$ cat src/rtl/framebuffer_pkg.sv
// Shared constants for the framebuffer arbiter: geometry defaults, pixel width and the
// arbiter FSM state encodings.
package framebuffer_pkg;

  localparam int unsigned FB_ADDRESS_WIDTH = 19;
  localparam int unsigned FB_FRAME_PIXELS  = 307200;
  localparam int unsigned PIXEL_WIDTH      = 12;

  localparam logic [2:0] ST_IDLE         = 3'd0;
  localparam logic [2:0] ST_READ_SETUP   = 3'd1;
  localparam logic [2:0] ST_READ_CAPTURE = 3'd2;
  localparam logic [2:0] ST_WRITE_SETUP  = 3'd3;
  localparam logic [2:0] ST_WRITE_STROBE = 3'd4;

endpackage

$ cat src/rtl/pixel_write_fifo.sv
// Pending-write queue: each entry pairs a framebuffer address with its 12-bit pixel.
// DEPTH must be a power of two (two or more).
module pixel_write_fifo #(
  parameter int unsigned DEPTH         = 4,
  parameter int unsigned ADDRESS_WIDTH = 19,
  parameter int unsigned DATA_WIDTH    = 12
) (
  input  logic                     clock,
  input  logic                     reset,
  input  logic                     push,
  input  logic [ADDRESS_WIDTH-1:0] push_address,
  input  logic [DATA_WIDTH-1:0]    push_data,
  input  logic                     pop,
  output logic [ADDRESS_WIDTH-1:0] head_address,
  output logic [DATA_WIDTH-1:0]    head_data,
  output logic                     full,
  output logic                     empty
);

  localparam int unsigned PTR_WIDTH = $clog2(DEPTH);

  logic [ADDRESS_WIDTH-1:0] address_mem [DEPTH];
  logic [DATA_WIDTH-1:0]    data_mem    [DEPTH];
  logic [PTR_WIDTH-1:0]     write_ptr_q;
  logic [PTR_WIDTH-1:0]     read_ptr_q;
  logic [PTR_WIDTH:0]       count_q;
  logic                     push_ok;
  logic                     pop_ok;

  // Count only reaches DEPTH (a power of two) when full, so its MSB is the full flag.
  assign full         = count_q[PTR_WIDTH];
  assign empty        = (count_q == '0);
  assign push_ok      = push && !full;
  assign pop_ok       = pop && !empty;
  assign head_address = address_mem[read_ptr_q];
  assign head_data    = data_mem[read_ptr_q];

  always_ff @(posedge clock) begin
    if (reset) begin
      write_ptr_q <= '0;
      read_ptr_q  <= '0;
      count_q     <= '0;
    end else begin
      if (push_ok) write_ptr_q <= write_ptr_q + 1'b1;
      if (pop_ok)  read_ptr_q  <= read_ptr_q + 1'b1;
      if (push_ok && !pop_ok) begin
        count_q <= count_q + 1'b1;
      end else if (pop_ok && !push_ok) begin
        count_q <= count_q - 1'b1;
      end
    end
  end

  always_ff @(posedge clock) begin
    if (push_ok) begin
      address_mem[write_ptr_q] <= push_address;
      data_mem[write_ptr_q]    <= push_data;
    end
  end

endmodule

$ cat src/rtl/framebuffer_arbiter.sv
// Arbitrates one asynchronous SRAM between queued pixel writes and single display reads.
// Reads always win; every SRAM access is a two-cycle setup/strobe (or setup/capture) pair.
module framebuffer_arbiter
  import framebuffer_pkg::*;
#(
  parameter int unsigned ADDRESS_WIDTH = FB_ADDRESS_WIDTH,
  parameter int unsigned FRAME_PIXELS  = FB_FRAME_PIXELS,
  parameter int unsigned FIFO_DEPTH    = 4
) (
  input  logic                     system_clock,
  input  logic                     reset,
  input  logic                     pixel_write_valid,
  input  logic [PIXEL_WIDTH-1:0]   pixel_write_data,
  output logic                     pixel_write_ready,
  input  logic                     address_load,
  input  logic [ADDRESS_WIDTH-1:0] address_value,
  input  logic                     display_read_request,
  input  logic [ADDRESS_WIDTH-1:0] display_read_address,
  output logic [PIXEL_WIDTH-1:0]   display_read_data,
  output logic                     display_read_valid,
  output logic [ADDRESS_WIDTH-1:0] sram_address,
  output logic [PIXEL_WIDTH-1:0]   sram_data_out,
  input  logic [PIXEL_WIDTH-1:0]   sram_data_in,
  output logic                     sram_write_enable,
  output logic                     sram_output_enable,
  output logic                     write_overflow
);

  localparam logic [ADDRESS_WIDTH-1:0] LAST_PIXEL = ADDRESS_WIDTH'(FRAME_PIXELS - 1);

  function automatic logic [ADDRESS_WIDTH-1:0] advance(input logic [ADDRESS_WIDTH-1:0] addr);
    if (addr >= LAST_PIXEL) return '0;
    return addr + 1'b1;
  endfunction

  logic [2:0]               state_q;
  logic [2:0]               state_d;
  logic                     read_pending_q;
  logic [ADDRESS_WIDTH-1:0] read_address_q;
  logic [ADDRESS_WIDTH-1:0] cursor_q;
  logic [ADDRESS_WIDTH-1:0] cursor_d;
  logic [ADDRESS_WIDTH-1:0] push_address;
  logic [ADDRESS_WIDTH-1:0] head_address;
  logic [PIXEL_WIDTH-1:0]   head_data;
  logic [ADDRESS_WIDTH-1:0] read_target;
  logic                     read_go;
  logic                     fifo_push;
  logic                     fifo_pop;
  logic                     fifo_full;
  logic                     fifo_empty;

  pixel_write_fifo #(
    .DEPTH         (FIFO_DEPTH),
    .ADDRESS_WIDTH (ADDRESS_WIDTH),
    .DATA_WIDTH    (PIXEL_WIDTH)
  ) u_fifo (
    .clock        (system_clock),
    .reset        (reset),
    .push         (fifo_push),
    .push_address (push_address),
    .push_data    (pixel_write_data),
    .pop          (fifo_pop),
    .head_address (head_address),
    .head_data    (head_data),
    .full         (fifo_full),
    .empty        (fifo_empty)
  );

  assign pixel_write_ready = !fifo_full;
  // The entry stays queued through WRITE_SETUP, so a pixel arriving then still sees full.
  assign fifo_pop          = (state_q == ST_WRITE_SETUP);
  // A request arriving in a decision cycle is served without waiting to be latched.
  assign read_go           = read_pending_q || display_read_request;
  assign read_target       = read_pending_q ? read_address_q : display_read_address;

  always_comb begin
    push_address = address_load ? address_value : cursor_q;
    fifo_push    = pixel_write_valid && !fifo_full;
    cursor_d     = cursor_q;
    if (fifo_push) begin
      cursor_d = advance(push_address);
    end else if (address_load) begin
      cursor_d = address_value;
    end
  end

  always_comb begin
    state_d = state_q;
    case (state_q)
      ST_READ_SETUP:  state_d = ST_READ_CAPTURE;
      ST_WRITE_SETUP: state_d = ST_WRITE_STROBE;
      default: begin
        if (read_go) begin
          state_d = ST_READ_SETUP;
        end else if (!fifo_empty) begin
          state_d = ST_WRITE_SETUP;
        end else begin
          state_d = ST_IDLE;
        end
      end
    endcase
  end

  always_ff @(posedge system_clock) begin
    if (reset) begin
      state_q            <= ST_IDLE;
      read_pending_q     <= 1'b0;
      read_address_q     <= '0;
      cursor_q           <= '0;
      write_overflow     <= 1'b0;
      sram_address       <= '0;
      sram_data_out      <= '0;
      sram_write_enable  <= 1'b0;
      sram_output_enable <= 1'b0;
      display_read_data  <= '0;
      display_read_valid <= 1'b0;
    end else begin
      state_q  <= state_d;
      cursor_q <= cursor_d;
      if (pixel_write_valid && fifo_full) write_overflow <= 1'b1;

      if (state_d == ST_READ_SETUP) begin
        read_pending_q <= 1'b0;
      end else if (display_read_request) begin
        read_pending_q <= 1'b1;
      end
      if (display_read_request) read_address_q <= display_read_address;

      sram_write_enable  <= (state_d == ST_WRITE_STROBE);
      sram_output_enable <= (state_d == ST_READ_SETUP) || (state_d == ST_READ_CAPTURE);
      if (state_d == ST_READ_SETUP) begin
        sram_address <= read_target;
      end else if (state_d == ST_WRITE_SETUP) begin
        sram_address  <= head_address;
        sram_data_out <= head_data;
      end

      display_read_valid <= (state_q == ST_READ_CAPTURE);
      if (state_q == ST_READ_CAPTURE) display_read_data <= sram_data_in;
    end
  end

endmodule

$ cat config.mk
export PLATFORM = sky130hd
export DESIGN_NAME = framebuffer_arbiter
export DESIGN_NICKNAME = d
export VERILOG_FILES = /design/src/rtl/framebuffer_pkg.sv /design/src/rtl/pixel_write_fifo.sv /design/src/rtl/framebuffer_arbiter.sv
export SDC_FILE = /design/constraint.sdc
export NUM_CORES = 1
export LEC_CHECK = 0
export CAP_MARGIN = 20
export CELL_PAD_IN_SITES_DETAIL_PLACEMENT = 1
export CELL_PAD_IN_SITES_GLOBAL_PLACEMENT = 1
export CORE_MARGIN = 1.5
export CORE_UTILIZATION = 48
export DETAILED_ROUTE_END_ITERATION = 12
export PLACE_DENSITY = 0.82
export SLEW_MARGIN = 20
export SYNTH_ARGS = -nofsm -noshare
export SYNTH_HDL_FRONTEND = slang
export SYNTH_SLANG_ARGS = --single-unit
$ cat constraint.sdc
create_clock -name system_clock -period 10.6 [get_ports system_clock]
set_clock_uncertainty 0.2 [all_clocks]
set_input_delay 2.65 -clock system_clock [delete_from_list [all_inputs] [get_ports system_clock]]
set_output_delay 2.65 -clock system_clock [all_outputs]
set_load 0.05 [all_outputs]
==> results.py <==
metrics = {
    "power": {
        "pwr-share-comb_pct": 26.7,
        "switching_share_pct": 32.59,
        "p_clk_share_pct": 30.1,
        "p_sw_uw": 839.8,
        "internal_power_mw": 1.737,
        "p_per_area_nw_per_um2": 234.0,
        "p_leak_nw": 3.775,
        "p_seq_share_pct": 43.2,
        "peakVddDrop_mv": 0.1277,
    },
    "place": {
        "place_hpwl_mm": 14.88,
        "portBuffers": 114,
        "routabilityCongestion": 0.8741,
        "dp_cells": 1000,
    },
    "timing": {
        "hold_viol": 0,
        "worst_pin_slew_ns": 1.004,
        "fmax_mhz": 189.5,
        "slew_viol_final": 0,
        "post-route-period-util_pct": 49.79,
        "relSlewSlack_pct": 32.94,
        "period_needed_ns": 5.278,
        "finalSetupViolations": 0,
        "tns_ns": 0,
        "rsz0062_at_grt": "false",
    },
    "floorplanning": {
        "die_area_um2": 19440,
        "start_util_pct": 49.39,
        "rows": 49,
        "fp.dieW_um": 139.4,
        "dieHeight_um": 139.4,
        "coreArea_um2": 18090,
        "io_pins": 115,
    },
    "logic_synthesis": {
        "avgSynthCellArea_um2": 13.08,
        "synthMuxAreaShare_pct": 12.40,
        "synth_nets": 757,
        "synthFlopType": "edfxtp_1",
        "synth_top_family_by_area": "multiplexers",
        "synth-compound-area-share_pct": 8.433,
        "postSynth.asyncResetShare_pct": 0,
        "synth_area_um2": 8932,
        "synth-seq-cells": 222,
        "seq_area_frac_synth_pct": 63.65,
        "synthAdderAreaFrac_pct": 1.065,
        "synth.distinct_cells": 54,
        "synth_warnings": 0,
        "synth-simple-area-share_pct": 10.52,
        "synthCells": 683,
        "synth-xor-area-share_pct": 1.471,
        "synth_edf_count": 124,
    },
    "setup_path": {
        "cp.arrival_ns": 5.42,
        "rr_startpoint": "u_fifo.count_q[0]",
        "end_kind": "flip-flop",
        "r2r_end": "u_fifo.count_q[2]",
        "rr_worst_depth": 9,
        "worst-path-max-fanout": 35,
        "crit_start": "address_load",
        "crit_path_end": "cursor_q[6]",
        "crit_type": "input port to flip-flop",
        "cp-start-kind": "input port",
        "ff2ff_setup_slack_ns": 7.67,
        "cp_data_required_time_ns": 10.75,
    },
    "grt": {
        "overflow": 0,
        "grt_first_pass_wirelength_mm": 36.89,
        "antenna_found_initial": 0,
        "grtUsageTotal_pct": 24.43,
        "first_global_vias": 6501,
        "grt_max_degree": 83,
    },
    "clocking": {
        "cts_buffer_depth": 3,
        "cts_tree": "done",
        "clkSinkCount": 222,
        "insertion_delay_ns": 0.50,
        "cts-root-buf": "clkbuf_16",
        "post_cts_buffers": 0,
        "htree_levels": 1,
        "cts_hold_buf": 0,
        "cts_made_buffers": 23,
        "ctsResizeCount": 0,
        "clk_pin_slew_ns": 0.06,
    },
    "cells_and_area": {
        "diodes": 0,
        "syn_to_final_growth_pct": 23.27,
        "nNetsFinal": 870,
        "fill_cells": 1756,
        "fin_cells": 1041,
        "final_common_cell": "edfxtp_1",
        "final_cell_mix": "124 x edfxtp_1, 113 x clkdlybuf4s50_1, 98 x dfxtp_1",
        "drive_gt1_share_pct": 12.19,
    },
    "status": {
        "outcome": "finished, violations left",
        "failed_checks": "design-rule violations",
    },
    "detailed_routing": {
        "routed_wl_mm": 23.34,
        "drt_iter0_markers": 440,
        "via_per_inst": 5.808,
        "firstDrtPassIters": 8,
        "vias": 6046,
        "ant_nets": 0,
        "wl_per_cell_um": 22.42,
        "drc_errors": 7,
    },
    "flow_run": {
        "drv_cap": 0,
    },
    "min_path": {
        "hold_class": "flip-flop to flip-flop",
    },
}
## per-stage QoR
stage	instance area, um2	utilization, %	power [mW]	worst slack, ns	hold slack (ns)
after floorplan	8932	-	1.558	5.381	0.2503
after global placement	10290	56.87	1.765	5.007	0.2414
after detailed placement	10290	56.87	1.807	4.915	0.2501
after CTS	11010	60.88	2.597	5.380	0.2609
after global routing	11010	60.88	2.679	5.240	0.2802
final	11010	60.88	2.577	5.322	0.2603
## routing by layer
layer | vias to the layer above | global-route usage [%] | wire (um)
met1 | 3051 | 32.27 | 9819
met4 | 0 | 7.111 | 542
li1 | 2752 | - | -
met5 | - | 0 | 0
met2 | 202 | 41.90 | 11580
met3 | 41 | 3.820 | 1398
## logic make-up after synthesis
kind of cell    after synthesis
compound gates              121
buf+inv                      53
xor+xnor                     15
mux                          70
fa+ha+maj                     7
simple gates                195
flops                       222
## worst min-delay path by stage
stage                               startpoint                   end  slack, ns  cells past startpoint
after floorplan              read_address_q[0]     read_address_q[0]       0.25                      2
after global placement    display_read_data[1]  display_read_data[1]       0.24                      2
after detailed placement  display_read_data[5]  display_read_data[5]       0.25                      2
after CTS                 display_read_data[5]  display_read_data[5]       0.26                      2
after global routing          sram_data_out[8]      sram_data_out[8]       0.28                      2
final                     display_read_data[7]  display_read_data[7]       0.26                      2
## power groups by stage
stage                     Combinational, mW  Clock [mW]  Sequential (mW)
after floorplan                       0.305           0             1.25
after global placement                0.649           0             1.12
after detailed placement              0.679           0             1.13
after CTS                             0.693       0.789             1.12
after global routing                  0.733       0.819             1.13
final                                 0.687       0.775             1.11
## state kept, by name (all words and copies together), names as in the netlist, 2 cells and up, named ones only
signal,flops
state_q,3
u_fifo.count_q,3
cursor_q,19
read_address_q,19
sram_data_out,12
u_fifo.read_ptr_q,2
u_fifo.write_ptr_q,2
u_fifo.data_mem,48
display_read_data,12
u_fifo.address_mem,76
sram_address,19
## worst max-delay path, cell delays in order
cell             delay, ns
clkdlybuf4s50_1       0.45
buf_4                 0.38
nand4_1               0.23
a211o_4               0.42
or4_4                 0.58
o21ai_4               0.47
o211ai_1              0.23
## Yosys cell counts (6+ instances only)
cell type  number  share of area, %
edfxtp_1      124                42
dfxtp_1        98                22
nand2_1        95               4.0
a21oi_1        60               3.4
nor2_1         34               1.4
mux4_2         31               7.8
clkbuf_1       26               1.1
mux2i_1        26               2.9
o21ai_0        17              0.95
inv_1          15              0.63
nand2b_1       13              0.91
mux2_2         12               1.5
a22oi_1        11              0.92
xnor2_1         9              0.88
a211oi_1        8              0.67
nor3_1          8              0.45
and2_1          7              0.49
ha_1            6              0.84
nor4_1          6              0.42
xor2_1          6              0.59
## layout make-up
type,count,area (um2),area share (%)
Clock buffer,36,696.9,6.330
Clock inverter,5,27.53,0.2500
Inverter,15,56.30,0.5114
Multi-Input combinational cell,408,3032,27.53
Sequential cell,222,5685,51.64
Tap cell,229,286.5,2.602
Timing Repair Buffer,126,1226,11.14
Note: power is estimated with default switching activity, not from simulation.
